==> src/rtl/uart_frame_parser.sv <==
// Framed-packet extractor for the uart_recv byte stream: 0x55 0xAA LEN PAYLOAD[LEN] CSUM.
// Payload is streamed as it arrives; each frame ends with a frame_ok or frame_err pulse.
module uart_frame_parser #(
  parameter int MAX_LEN     = 16,
  parameter int TIMEOUT_CYC = 2000
) (
  input  logic       sys_clk,
  input  logic       rst,
  input  logic [7:0] in_dat,
  input  logic       in_flag,
  output logic [7:0] pl_dat,
  output logic       pl_valid,
  output logic       pl_last,
  output logic       frame_ok,
  output logic       frame_err,
  output logic [1:0] err_code,
  output logic       busy
);

  localparam int TW = $clog2(TIMEOUT_CYC + 1);
  localparam logic [TW-1:0] TMO_LAST  = TW'(TIMEOUT_CYC - 1);
  localparam logic [7:0]    MAX_LEN_B = 8'(MAX_LEN);

  localparam logic [2:0] S_IDLE    = 3'd0;
  localparam logic [2:0] S_HDR2    = 3'd1;
  localparam logic [2:0] S_LEN     = 3'd2;
  localparam logic [2:0] S_PAYLOAD = 3'd3;
  localparam logic [2:0] S_CSUM    = 3'd4;

  logic [2:0]    state_q, state_d;
  logic [7:0]    len_q, len_d;
  logic [7:0]    cnt_q, cnt_d;
  logic [7:0]    sum_q, sum_d;
  logic [TW-1:0] tmo_q, tmo_d;
  logic [7:0]    pl_dat_q, pl_dat_d;
  logic          pl_valid_q, pl_valid_d;
  logic          pl_last_q, pl_last_d;
  logic          frame_ok_q, frame_ok_d;
  logic          frame_err_q, frame_err_d;
  logic [1:0]    err_code_q, err_code_d;
  logic          timed_s;

  assign timed_s = (state_q == S_LEN) || (state_q == S_PAYLOAD) || (state_q == S_CSUM);

  // Next-state logic: a received byte always takes priority over the inter-byte timeout.
  always_comb begin
    state_d     = state_q;
    len_d       = len_q;
    cnt_d       = cnt_q;
    sum_d       = sum_q;
    tmo_d       = tmo_q;
    pl_dat_d    = pl_dat_q;
    pl_valid_d  = 1'b0;
    pl_last_d   = 1'b0;
    frame_ok_d  = 1'b0;
    frame_err_d = 1'b0;
    err_code_d  = err_code_q;
    if (in_flag) begin
      tmo_d = '0;
      case (state_q)
        S_IDLE: begin
          if (in_dat == 8'h55) state_d = S_HDR2;
          else                 state_d = S_IDLE;
        end
        S_HDR2: begin
          if (in_dat == 8'hAA)      state_d = S_LEN;
          else if (in_dat == 8'h55) state_d = S_HDR2;
          else                      state_d = S_IDLE;
        end
        S_LEN: begin
          if ((in_dat == 8'd0) || (in_dat > MAX_LEN_B)) begin
            frame_err_d = 1'b1;
            err_code_d  = 2'd1;
            state_d     = S_IDLE;
          end else begin
            len_d   = in_dat;
            sum_d   = in_dat;
            cnt_d   = 8'd0;
            state_d = S_PAYLOAD;
          end
        end
        S_PAYLOAD: begin
          pl_dat_d   = in_dat;
          pl_valid_d = 1'b1;
          sum_d      = sum_q + in_dat;
          cnt_d      = cnt_q + 8'd1;
          if (cnt_q == (len_q - 8'd1)) begin
            pl_last_d = 1'b1;
            state_d   = S_CSUM;
          end else begin
            state_d   = S_PAYLOAD;
          end
        end
        S_CSUM: begin
          if (in_dat == sum_q) begin
            frame_ok_d = 1'b1;
          end else begin
            frame_err_d = 1'b1;
            err_code_d  = 2'd2;
          end
          state_d = S_IDLE;
        end
        default: state_d = S_IDLE;
      endcase
    end else if (timed_s) begin
      if (tmo_q == TMO_LAST) begin
        frame_err_d = 1'b1;
        err_code_d  = 2'd3;
        state_d     = S_IDLE;
        tmo_d       = '0;
      end else begin
        tmo_d = tmo_q + TW'(1);
      end
    end else begin
      tmo_d = '0;
    end
  end

  // State and output registers; reset drops any frame in progress without an error pulse.
  always_ff @(posedge sys_clk) begin
    if (rst) begin
      state_q     <= S_IDLE;
      len_q       <= 8'd0;
      cnt_q       <= 8'd0;
      sum_q       <= 8'd0;
      tmo_q       <= '0;
      pl_dat_q    <= 8'd0;
      pl_valid_q  <= 1'b0;
      pl_last_q   <= 1'b0;
      frame_ok_q  <= 1'b0;
      frame_err_q <= 1'b0;
      err_code_q  <= 2'd0;
    end else begin
      state_q     <= state_d;
      len_q       <= len_d;
      cnt_q       <= cnt_d;
      sum_q       <= sum_d;
      tmo_q       <= tmo_d;
      pl_dat_q    <= pl_dat_d;
      pl_valid_q  <= pl_valid_d;
      pl_last_q   <= pl_last_d;
      frame_ok_q  <= frame_ok_d;
      frame_err_q <= frame_err_d;
      err_code_q  <= err_code_d;
    end
  end

  assign pl_dat    = pl_dat_q;
  assign pl_valid  = pl_valid_q;
  assign pl_last   = pl_last_q;
  assign frame_ok  = frame_ok_q;
  assign frame_err = frame_err_q;
  assign err_code  = err_code_q;
  assign busy      = (state_q != S_IDLE);

endmodule

==> config.mk <==
export PLATFORM = sky130hd
export DESIGN_NAME = uart_frame_parser
export DESIGN_NICKNAME = d
export VERILOG_FILES = /design/src/rtl/uart_frame_parser.sv
export SDC_FILE = /design/constraint.sdc
export NUM_CORES = 1
export LEC_CHECK = 0
export BUFFER_PORTS_ARGS = -buffer_cell sky130_fd_sc_hd__buf_2
export CORE_MARGIN = 2
export CORE_UTILIZATION = 35
export DETAILED_ROUTE_END_ITERATION = 8
export SYNTH_ARGS = -nofsm -noshare
export SYNTH_HDL_FRONTEND = slang
export SYNTH_SLANG_ARGS = --single-unit
==> constraint.sdc <==
create_clock -name sys_clk -period 3.8 [get_ports sys_clk]
set_clock_uncertainty 0.05 [all_clocks]
set_input_delay 0.57 -clock sys_clk [delete_from_list [all_inputs] [get_ports sys_clk]]
set_output_delay 0.57 -clock sys_clk [all_outputs]
set_load 0.01 [all_outputs]
==> impl_metrics.csv <==
group,metric,value,unit
status,outcome,"complete, no violations",
clock_network,cts_made_buffers,5,
yosys,synth_edf_count,0,
yosys,synthCells,335,
yosys,synth_compound_area_frac,0.1356,
sta,slew_headroom,0.4835,
floorplanning,core_area,7687,um^2
setup_path,crit_buf_inv,1,
clock_network,cts_resized,0,
yosys,synth_seq_cells,52,
route,wl_met3,261,um
yosys,yosysTopAreaCell,"dfxtp_1",
layout,diodes,0,
route,drc,0,
grt,grt_pass1_vias,2218,
pwr,clkPwrFrac,0.360,
min_path,hold_class,"register to register",
clock_network,cts_root_buf,"clkbuf_8",
sta,tightest_slew,0.7719,ns
yosys,synth_async_sr_flop_share,0,
placed_design,port_buffers,25,
pwr,seq_power_share,0.595,
min_path,holdPathStages,2,
yosys,yosysWarnings,0,
pwr,p_switching,210.3,uW
floorplanning,die_y,92.62,um
setup_path,path_class,"primary input to register",
setup_path,cp_top_family,"simple AND/OR/NAND/NOR gates",
sta,fmax,0.4352,GHz
sta,tns,0,ns
floorplanning,die-area,8578,um^2
layout,area_growth,10.38,%
clock_network,cts_max_path_buffers,2,
setup_path,cp_slowest_stage_delay,0.60,ns
setup_path,endpoint_kind,"register",
yosys,yosys.area_share.xor_xnor,0.08603,
clock_network,clk_pin_slew,0.09,ns
yosys,syn_area_per_cell,8.206,um^2
setup_path,required,3.95,ns
setup_path,cpMostUsedCell,"nor2_1",
yosys,yosys.area_share.simple,0.2895,
setup_path,path_cells,"buf_2, nor4_1, xnor2_1, a21oi_2, nor2_1, a21o_1, nor2_1",
route,drt-vias-per-instance,5.153,
yosys,synth_area,2749,um^2
route,route.met2.wl,2.842,mm
route,post_drt_wl_per_cell,14.00,um
pwr,comb_power_share,0.045,
placed_design,place.detailed.hpwl,4.667,mm
route,ant_nets,0,
clock_network,cts_hold_buf,0,
floorplanning,fp.dieW,92.62,um
flow_run,cap_viol_max_count,0,
yosys,synthMuxAreaShare,0.01457,
yosys,yosysSeqAreaShare,0.3787,
yosys,syn-num-nets,357,
floorplanning,io_pins,26,
sta,rsz0062_at_grt,"no",
yosys,synth_top_flop_cell,"dfxtp_1",
yosys,yosys.cell_types.count,53,
route,firstDrtPassIters,4,
route,first_iter_violations,113,
setup_path,critPathLaunchType,"primary input",
setup_path,cp.depth,7,
grt,grt_max_degree,33,
yosys,synth_area_leaders,"dfxtp_1 (38%), nor2_1 (6.4%), xnor2_1 (5.4%)",
clock_network,cts_post_setup_buffers_inserted,0,
grt,grt_pass1_wl,10.88,mm
yosys,synth_top_area_frac,0.3787,
grt,antenna_found_initial,0,
layout,instances_no_fill,457,
pwr,cellInternalPower,704.9,uW
route,routed_wl,6.400,mm
yosys,synth_top_family_by_area,"simple AND/OR/NAND/NOR gates",
placed_design,dp_cells,449,
layout,drive_above_1_share,0.1239,
sta,min_period,2.298,ns
pwr,sw_frac_of_total,0.2298,
route,routed.top_layer,"met4",
pwr,p_leak,0.001104,uW
grt,grt_overflow,0,
clock_network,htree_levels,2,
floorplanning,start_util,0.3576,
placed_design,gp_congestion,0.8366,
clock_network,insertion_delay,0.31,ns
floorplanning,rows,32,
layout,final_core_util,0.3947,
layout,fillCellCount,832,
route,drt-met1-wl,3.196,mm
sta,period_share,0.6047,
yosys,synth_fa_ha_area_frac,0.05280,
sta,setup_viol,0,
route,vias,2355,
setup_path,cp_max_fo,11,
clock_network,clkSinkCount,52,
pwr,irDropWorstVdd,186.7,uV
layout,nNetsFinal,376,
setup_path,r2r_slack,1.61,ns
sta,maxSlewViolCount,0,
setup_path,critPathArrivalTime,2.44,ns
sta,hold_viol,0,
setup_path,slowest_stage,"nor2_1",
pwr,power,915.1,uW
setup_path,r2r_cells,5,
pwr,powerDensity,301.6,nW/um^2
clock_network,cts_tree,"done",
grt,grtUsageTotal,0.1583,
==> path summary, 6_finish.rpt <==
check / from / to
worst min register to register: pl_dat[3]$_SDFFE_PP0P_ / pl_dat[3]$_SDFFE_PP0P_
worst min-delay path: pl_dat[3]$_SDFFE_PP0P_ / pl_dat[3]$_SDFFE_PP0P_
worst max-delay path: in_dat[0] / cnt_q[2]$_SDFFE_PP0P_
worst max register to register: state_q[1]$_SDFFE_PP0P_ / cnt_q[2]$_SDFFE_PP0P_
==> layer usage <==
metal  vias up  track usage
met5         -            0
met4         0      0.06127
met3         7      0.02604
met2        41       0.2415
met1      1093       0.2236
li1       1214            -
==> Yosys cell counts, drive strengths merged, types with 2 or more instances <==
library cell / n
a211oi: 5
a21o: 2
a21oi: 18
a221oi: 2
a31o: 3
a31oi: 2
and2: 3
and3: 3
buf: 6
clkbuf: 7
dfxtp: 52
ha: 10
inv: 15
mux2i: 4
nand2: 35
nand2b: 3
nand3: 12
nand3b: 2
nand4: 8
nor2: 47
nor2b: 3
nor3: 16
nor3b: 3
nor4: 9
nor4b: 2
o2111ai: 2
o211ai: 7
o21a: 3
o21ai: 4
or2: 4
or3: 4
xnor2: 17
xor2: 10
==> kinds of logic (layout without fill, tap and decap cells) <==
group	Yosys count	in the layout
buffers and inverters	28	48
AO/OA/AOI/OAI	54	54
adder cells (fa/ha/maj)	11	11
flip-flops	52	52
multiplexers	4	4
XOR/XNOR	27	27
AND/OR/NAND/NOR	159	159
==> through the flow <==
stage	hold WS, ns	cell area [um^2]	setup WS, ns
after global routing	0.4325	3034	1.270
after global placement	0.3895	2940	1.196
after detailed placement	0.3956	2940	1.150
final	0.4070	3034	1.502
after CTS	0.4084	3034	1.478
after floorplan	0.3761	2749	1.560
==> flip-flops by register name, summed over array words and instances, names as in the netlist <==
register,cells
pl_valid,1
cnt_q,8
len_q,8
tmo_q,11
pl_last,1
err_code,2
state_q,3
pl_dat,8
sum_q,8
frame_err,1
frame_ok,1
==> layout by cell type, fill, tap and decap left out, drive strengths merged, types with 4 or more instances in the layout <==
| cell | synthesis | final |
|---|---|---|
| nand3 | 12 | 12 |
| mux2i | 4 | 4 |
| a21oi | 18 | 18 |
| nor3 | 16 | 16 |
| o211ai | 7 | 7 |
| buf | 6 | 25 |
| nand2 | 35 | 35 |
| xnor2 | 17 | 17 |
| or3 | 4 | 4 |
| o21ai | 4 | 4 |
| a211oi | 5 | 5 |
| nand4 | 8 | 8 |
| xor2 | 10 | 10 |
| inv | 15 | 15 |
| ha | 10 | 10 |
| dfxtp | 52 | 52 |
| nor2 | 47 | 47 |
| clkbuf | 7 | 7 |
| nor4 | 9 | 9 |
| or2 | 4 | 4 |
==> worst min-delay path, cell delays in order (launching register included) <==
cell and delay, ns:
dfxtp_1 0.32, nand2_1 0.05, a21oi_1 0.05
==> power by group through the flow <==
| stage | logic, uW | clock network (uW) | registers [uW] |
|---|---|---|---|
| detailed placement | 41.4 | 0 | 557 |
| global placement | 40.8 | 0 | 557 |
| finish | 41.5 | 329 | 544 |
| global route | 46.2 | 362 | 545 |
| CTS | 41.4 | 340 | 544 |
| floorplan | 23.6 | 0 | 557 |
==> area by class of cell <==
class / count / area, um^2 / share of cell area
inverters: 15 / 56.30 / 0.01856
clock buffers: 7 / 86.33 / 0.02845
repair buffers: 25 / 125.1 / 0.04124
flip-flops and latches: 52 / 1041 / 0.3431
multi-input cells: 255 / 1590 / 0.5241
clock inverters: 1 / 7.507 / 0.002474
well taps: 102 / 127.6 / 0.04206
Note: power is estimated with default switching activity, not from simulation.
